### src/rtl/fc_dense_layer.sv
// Fully-connected dense layer: streams flattened L2 activations against a weight ROM,
// adds a bias, then rounds, applies ReLU and saturates each neuron before handing it off.
module fc_dense_layer #(
  parameter int DATA_WIDTH   = 20,
  parameter int FRAC_BITS    = 16,
  parameter int IN_LEN       = 2048,
  parameter int N_OUT        = 4,
  parameter int ADDR_WIDTH   = 12,
  parameter int W_ADDR_WIDTH = 14,
  parameter int ACC_WIDTH    = 52,
  localparam int IDX_WIDTH   = (N_OUT > 1) ? $clog2(N_OUT) : 1
) (
  input  logic                    clk,
  input  logic                    reset,
  input  logic                    start,
  output logic                    busy,
  output logic                    done,
  output logic                    crd,
  output logic [ADDR_WIDTH-1:0]   caddr_rd,
  input  logic [DATA_WIDTH-1:0]   cdata_rd,
  output logic                    w_rd,
  output logic [W_ADDR_WIDTH-1:0] w_addr,
  input  logic [DATA_WIDTH-1:0]   w_data,
  output logic                    out_valid,
  input  logic                    out_ready,
  output logic [DATA_WIDTH-1:0]   out_data,
  output logic [IDX_WIDTH-1:0]    out_idx
);

  typedef enum logic [2:0] {IDLE, FETCH, BIAS, FINISH, OUT, DONE} state_t;

  localparam logic signed [ACC_WIDTH-1:0] ROUND_HALF =
    {{(ACC_WIDTH-FRAC_BITS){1'b0}}, 1'b1, {(FRAC_BITS-1){1'b0}}};
  localparam logic signed [ACC_WIDTH-1:0] RES_MAX =
    {{(ACC_WIDTH-DATA_WIDTH+1){1'b0}}, {(DATA_WIDTH-1){1'b1}}};
  localparam logic [DATA_WIDTH-1:0] SAT_VALUE = {1'b0, {(DATA_WIDTH-1){1'b1}}};

  state_t state, state_next;

  logic [IDX_WIDTH-1:0]            o_cnt;
  logic [ADDR_WIDTH-1:0]           i_cnt;
  logic signed [ACC_WIDTH-1:0]     acc;
  logic                            mac_valid;
  logic                            last_elem;
  logic                            last_neuron;
  logic signed [2*DATA_WIDTH-1:0]  prod;
  logic signed [ACC_WIDTH-1:0]     prod_ext;
  logic signed [ACC_WIDTH-1:0]     bias_ext;
  logic signed [ACC_WIDTH-1:0]     sum_biased;
  logic signed [ACC_WIDTH-1:0]     rounded;
  logic [DATA_WIDTH-1:0]           result;

  assign last_elem   = (i_cnt == ADDR_WIDTH'(IN_LEN - 1));
  assign last_neuron = (o_cnt == IDX_WIDTH'(N_OUT - 1));

  assign prod       = $signed(cdata_rd) * $signed(w_data);
  assign prod_ext   = {{(ACC_WIDTH-2*DATA_WIDTH){prod[2*DATA_WIDTH-1]}}, prod};
  assign bias_ext   = {{(ACC_WIDTH-DATA_WIDTH){w_data[DATA_WIDTH-1]}}, w_data};
  assign sum_biased = acc + (bias_ext <<< FRAC_BITS);
  assign rounded    = (sum_biased + ROUND_HALF) >>> FRAC_BITS;

  always_comb begin
    result = rounded[DATA_WIDTH-1:0];
    if (rounded[ACC_WIDTH-1]) begin
      result = '0;
    end else if (rounded > RES_MAX) begin
      result = SAT_VALUE;
    end
  end

  always_ff @(posedge clk or negedge reset) begin
    if (!reset) begin
      state <= IDLE;
    end else begin
      state <= state_next;
    end
  end

  always_comb begin
    state_next = state;
    busy       = 1'b0;
    done       = 1'b0;
    crd        = 1'b0;
    w_rd       = 1'b0;
    out_valid  = 1'b0;
    caddr_rd   = '0;
    w_addr     = '0;
    case (state)
      IDLE: begin
        if (start) state_next = FETCH;
      end
      FETCH: begin
        busy     = 1'b1;
        crd      = 1'b1;
        w_rd     = 1'b1;
        caddr_rd = i_cnt;
        w_addr   = W_ADDR_WIDTH'(o_cnt) * W_ADDR_WIDTH'(IN_LEN) + W_ADDR_WIDTH'(i_cnt);
        if (last_elem) state_next = BIAS;
      end
      BIAS: begin
        busy       = 1'b1;
        w_rd       = 1'b1;
        w_addr     = W_ADDR_WIDTH'(N_OUT * IN_LEN) + W_ADDR_WIDTH'(o_cnt);
        state_next = FINISH;
      end
      FINISH: begin
        busy       = 1'b1;
        state_next = OUT;
      end
      OUT: begin
        busy      = 1'b1;
        out_valid = 1'b1;
        if (out_ready) state_next = last_neuron ? DONE : FETCH;
      end
      DONE: begin
        done       = 1'b1;
        state_next = IDLE;
      end
      default: state_next = IDLE;
    endcase
  end

  // Read data lags the address by one cycle, so mac_valid marks cycles whose operands are live.
  always_ff @(posedge clk or negedge reset) begin
    if (!reset) begin
      o_cnt     <= '0;
      i_cnt     <= '0;
      acc       <= '0;
      mac_valid <= 1'b0;
      out_data  <= '0;
      out_idx   <= '0;
    end else begin
      mac_valid <= (state == FETCH);
      case (state)
        IDLE: begin
          if (start) begin
            o_cnt <= '0;
            i_cnt <= '0;
            acc   <= '0;
          end
        end
        FETCH: begin
          if (!last_elem) i_cnt <= i_cnt + 1'b1;
          if (mac_valid) acc <= acc + prod_ext;
        end
        BIAS: begin
          if (mac_valid) acc <= acc + prod_ext;
        end
        FINISH: begin
          out_data <= result;
          out_idx  <= o_cnt;
        end
        OUT: begin
          if (out_ready && !last_neuron) begin
            o_cnt <= o_cnt + 1'b1;
            i_cnt <= '0;
            acc   <= '0;
          end
        end
        default: ;
      endcase
    end
  end

endmodule

### config.mk
export PLATFORM = sky130hd
export DESIGN_NAME = fc_dense_layer
export DESIGN_NICKNAME = d
export VERILOG_FILES = /design/src/rtl/fc_dense_layer.sv
export SDC_FILE = /design/constraint.sdc
export NUM_CORES = 2
export LEC_CHECK = 0
export ABC_AREA = 1
export CAP_MARGIN = 20
export CORE_ASPECT_RATIO = 1.1
export CORE_MARGIN = 4
export CORE_UTILIZATION = 50
export CTS_BUF_LIST = sky130_fd_sc_hd__clkbuf_2 sky130_fd_sc_hd__clkbuf_4 sky130_fd_sc_hd__clkbuf_8
export DETAILED_ROUTE_END_ITERATION = 16
export GPL_TIMING_DRIVEN = 1
export PLACE_DENSITY = 0.68
export SLEW_MARGIN = 5
export SYNTH_ARGS = -nofsm -noshare
export SYNTH_HDL_FRONTEND = slang
export SYNTH_SLANG_ARGS = --single-unit
### constraint.sdc
create_clock -name clk -period 5.3 [get_ports clk]
set_clock_uncertainty 0.15 [all_clocks]
set_input_delay 1.06 -clock clk [delete_from_list [all_inputs] [get_ports clk]]
set_output_delay 1.06 -clock clk [all_outputs]
set_load 0.03 [all_outputs]
==> run metrics <==
largest net degree at the start of global routing=around 60; Most used DFF post-synth=dfrtp_1; final-stage net count=approximately 4900; Slew HR=roughly 35%; mux cell area share after synthesis=0%; vias in the first global route=between 20000 and 30000; Crit path required time=5440 ps; failing checks=setup timing; number of routed nets with antenna violations=0; syn_nets=about 4300; CP arrival=roughly 7000 ps; vias per std cell=between 5 and 6; # diodes=0; worst setup margin=-1750 ps; CTS root buf=clkbuf_8; initial antenna violation count=1; Slowest cell on crit path=fa_2; Hold Vio Cnt, Final=0; detailed placer's ending HPWL=between 60 and 70 mm; Die Width=roughly 230 µm; gp weighted congestion=0.951; Finish-stage setup viols=46; Slew Limit Fails=0; post-synthesis adder-cell area fraction=around half; EDFF count, synth=0; worst slew pin tran=around 1000 ps; Overall Global Routing Usage=between 20% and 30%; number of port buffers=96; Syn. warnings=0; post-synthesis simple-gate area fraction=16.5%; most common cell after layout, fill and taps aside=inv_1; # rows=about 90; Starting Density=50.9%; hold buffer count at CTS=0; main combinational cell family by area after synthesis=adder cells; worst skew pair latency=roughly 400 ps; Tcrit/Tclk final=133%; Seq/Total Area, Yosys=8.58%; clk sink count=92; clock-pin slew on the worst setup and hold paths=110 ps; H-tree levels=3; Compound-Gate Fraction of Synth Area=6.31%; worst r2r src=acc[18]$_DFFE_PN0P_; Clock Tree Buf Depth=2; synthesized area per cell=7.62 µm²; DRC viols=0; Most common cell on crit path=fa_1; most frequent cells in the layout=inv_1 (1037), nand2_1 (688), fa_1 (500); register area=2300 µm²; Worst Path Max Fanout=6; Vias=around 24000; drt pass-1 iters=7; Yosys cell types=52; outcome=complete, but fails checks; Die Y=251 µm; CTS tree=built; achievable frequency=approximately 140 MHz; area of the multi-input gates=22000 µm²; xor-xnor portion of the synthesized cell area=1.40%; boundary pin count=just under 100; peak per-stage delay on the critical path=roughly 620 ps; RSZ-0062 raised after global routing=yes; DRT iter0 DRCs=between 1000 and 1500; die area=between 50000 and 60000 µm²; asr flop ratio synth=100%; Hold Path Origin=out_data[18]$_DFFE_PN0P_; Hold Slack=around 340 ps; Synth Cell Area=about 27000 µm²; cells after synthesis=around 3500; layout cells sized above 1=26.9%; Routed WL=82.8 mm; Overflow after GRT=0; Num CTS Buffers=9; Syn-to-layout area delta=35.6%; drt wl/cell=17.4 µm; reported max-cap violation count=0; crit path launch=cdata_rd[19]; Core ar.=between 50000 and 60000 µm²; Setup Crit Path Kind=in2reg; CP endpoint kind=register; min Tclk post-route=around 7000 ps; Hold WC Path Type=reg2reg; fill cell count=4127; CP Launch Type=input port; FF+latch count, synth=92; first-pass GRT wire length=roughly 130 mm
-- critical path, delay by kind of cell --
| family | cells | cell delay (ps) |
|---|---|---|
| AO/OA/AOI/OAI | 3 | 430 |
| buffers and inverters | 8 | 720 |
| adder cells (fa/ha/maj) | 8 | 3920 |
| AND/OR/NAND/NOR | 11 | 1030 |
-- what timing repair did --
| action | in CTS | in global routing |
|---|---|---|
| cloned | 16 | 0 |
| setup endpoints to repair | 47 | 47 |
| pin swaps | 202 | 160 |
| resized for setup | 504 | 344 |
| setup buffers | 128 | 52 |
-- cells in the mapped netlist (2+ instances only) --
master / number / area, µm²
a21boi_0: 2 / 15.0
a21o_1: 12 / 90.1
a21oi_1: 109 / 546
a21oi_2: 4 / 35.0
a221oi_1: 2 / 17.5
a31oi_1: 8 / 50.1
buf_1: 3 / 11.3
buf_2: 3 / 15.0
buf_4: 2 / 15.0
clkbuf_1: 86 / 323
dfrtp_1: 92 / 2300
fa_1: 547 / 11000
ha_1: 192 / 2400
inv_1: 1138 / 4270
inv_2: 4 / 15.0
nand2_1: 793 / 2980
nand2_2: 8 / 50.1
nand3_1: 59 / 295
nand3_2: 6 / 60.1
nand3b_1: 5 / 37.5
nand4_1: 10 / 62.6
nor2_1: 188 / 706
nor2_2: 5 / 31.3
nor3_1: 20 / 100
nor3_2: 3 / 30.0
nor4_1: 3 / 18.8
o21a_1: 10 / 75.1
o21ai_0: 101 / 505
o21ai_1: 6 / 30.0
o21ai_2: 2 / 17.5
o21bai_1: 9 / 67.6
o22ai_1: 26 / 163
o31ai_1: 2 / 15.0
or2_2: 2 / 12.5
xnor2_1: 26 / 228
xor2_1: 15 / 131
-- logic make-up (layout without fill, tap and decap cells) --
group | after synthesis | count (layout)
buffers and inverters | 1237 | 1811
and+or+nand+nor | 1108 | 1108
adders and majority gates | 739 | 739
AOI/OAI and AO/OA | 301 | 301
DFF | 92 | 92
xor gates and xnor gates | 42 | 42
-- final timing paths --
path / end / slack, ps / cells after the start
max: acc[47]$_DFFE_PN0P_ / -1750 / 30
min: out_data[18]$_DFFE_PN0P_ / 340 / 2
min in group asynchronous: i_cnt[6]$_DFFE_PN0P_ / 580 / 1
max in group asynchronous: state[0]$_DFFE_PN0P_ / 3400 / 2
max reg2reg: acc[47]$_DFFE_PN0P_ / -910 / 27
min reg2reg: out_data[18]$_DFFE_PN0P_ / 340 / 2
-- routing by layer --
metal | global-route usage [%] | share of wire [%] | vias up
met5 | 0 | 0.0097 | -
met4 | 14.2 | 6.0 | 2
met3 | 4.39 | 5.2 | 244
met2 | 51.7 | 52 | 700
met1 | 33.2 | 37 | 11900
li1 | - | - | 11200
-- cell type report --
cell class              instances  share of cell area (%)
inverters                    1142                    11.8
clock buffers                  10                   0.361
multi-input cells            2190                    60.6
well taps                     675                    2.32
flip-flops and latches         92                    6.33
clock inverters                 6                   0.196
repair buffers                653                    18.4
-- stage by stage --
stage / setup TNS (ps) / setup slack (ps) / instances / util (%) / area [µm²]
3_5_place_dp: -96700 / -2590 / 4568 / 60.9 / 32100
2_1_floorplan: -50320 / -1640 / 3519 / - / 27600
6_report: -60430 / -1750 / 4768 / 69.0 / 36400
5_1_grt: -68780 / -1900 / 4768 / 69.0 / 36400
3_3_place_gp: -94260 / -2500 / 4568 / 60.9 / 32100
4_1_cts: -58330 / -1690 / 4725 / 66.3 / 35000
-- flip-flops by register name (all words and copies together), names as in the netlist --
name and count:
mac_valid 1, state 3, out_idx 2, o_cnt 2, acc 52, i_cnt 12
out_data 20
Power is not shown: default switching activity piles up to over one toggle a cycle in this logic, so the estimate is an artifact.
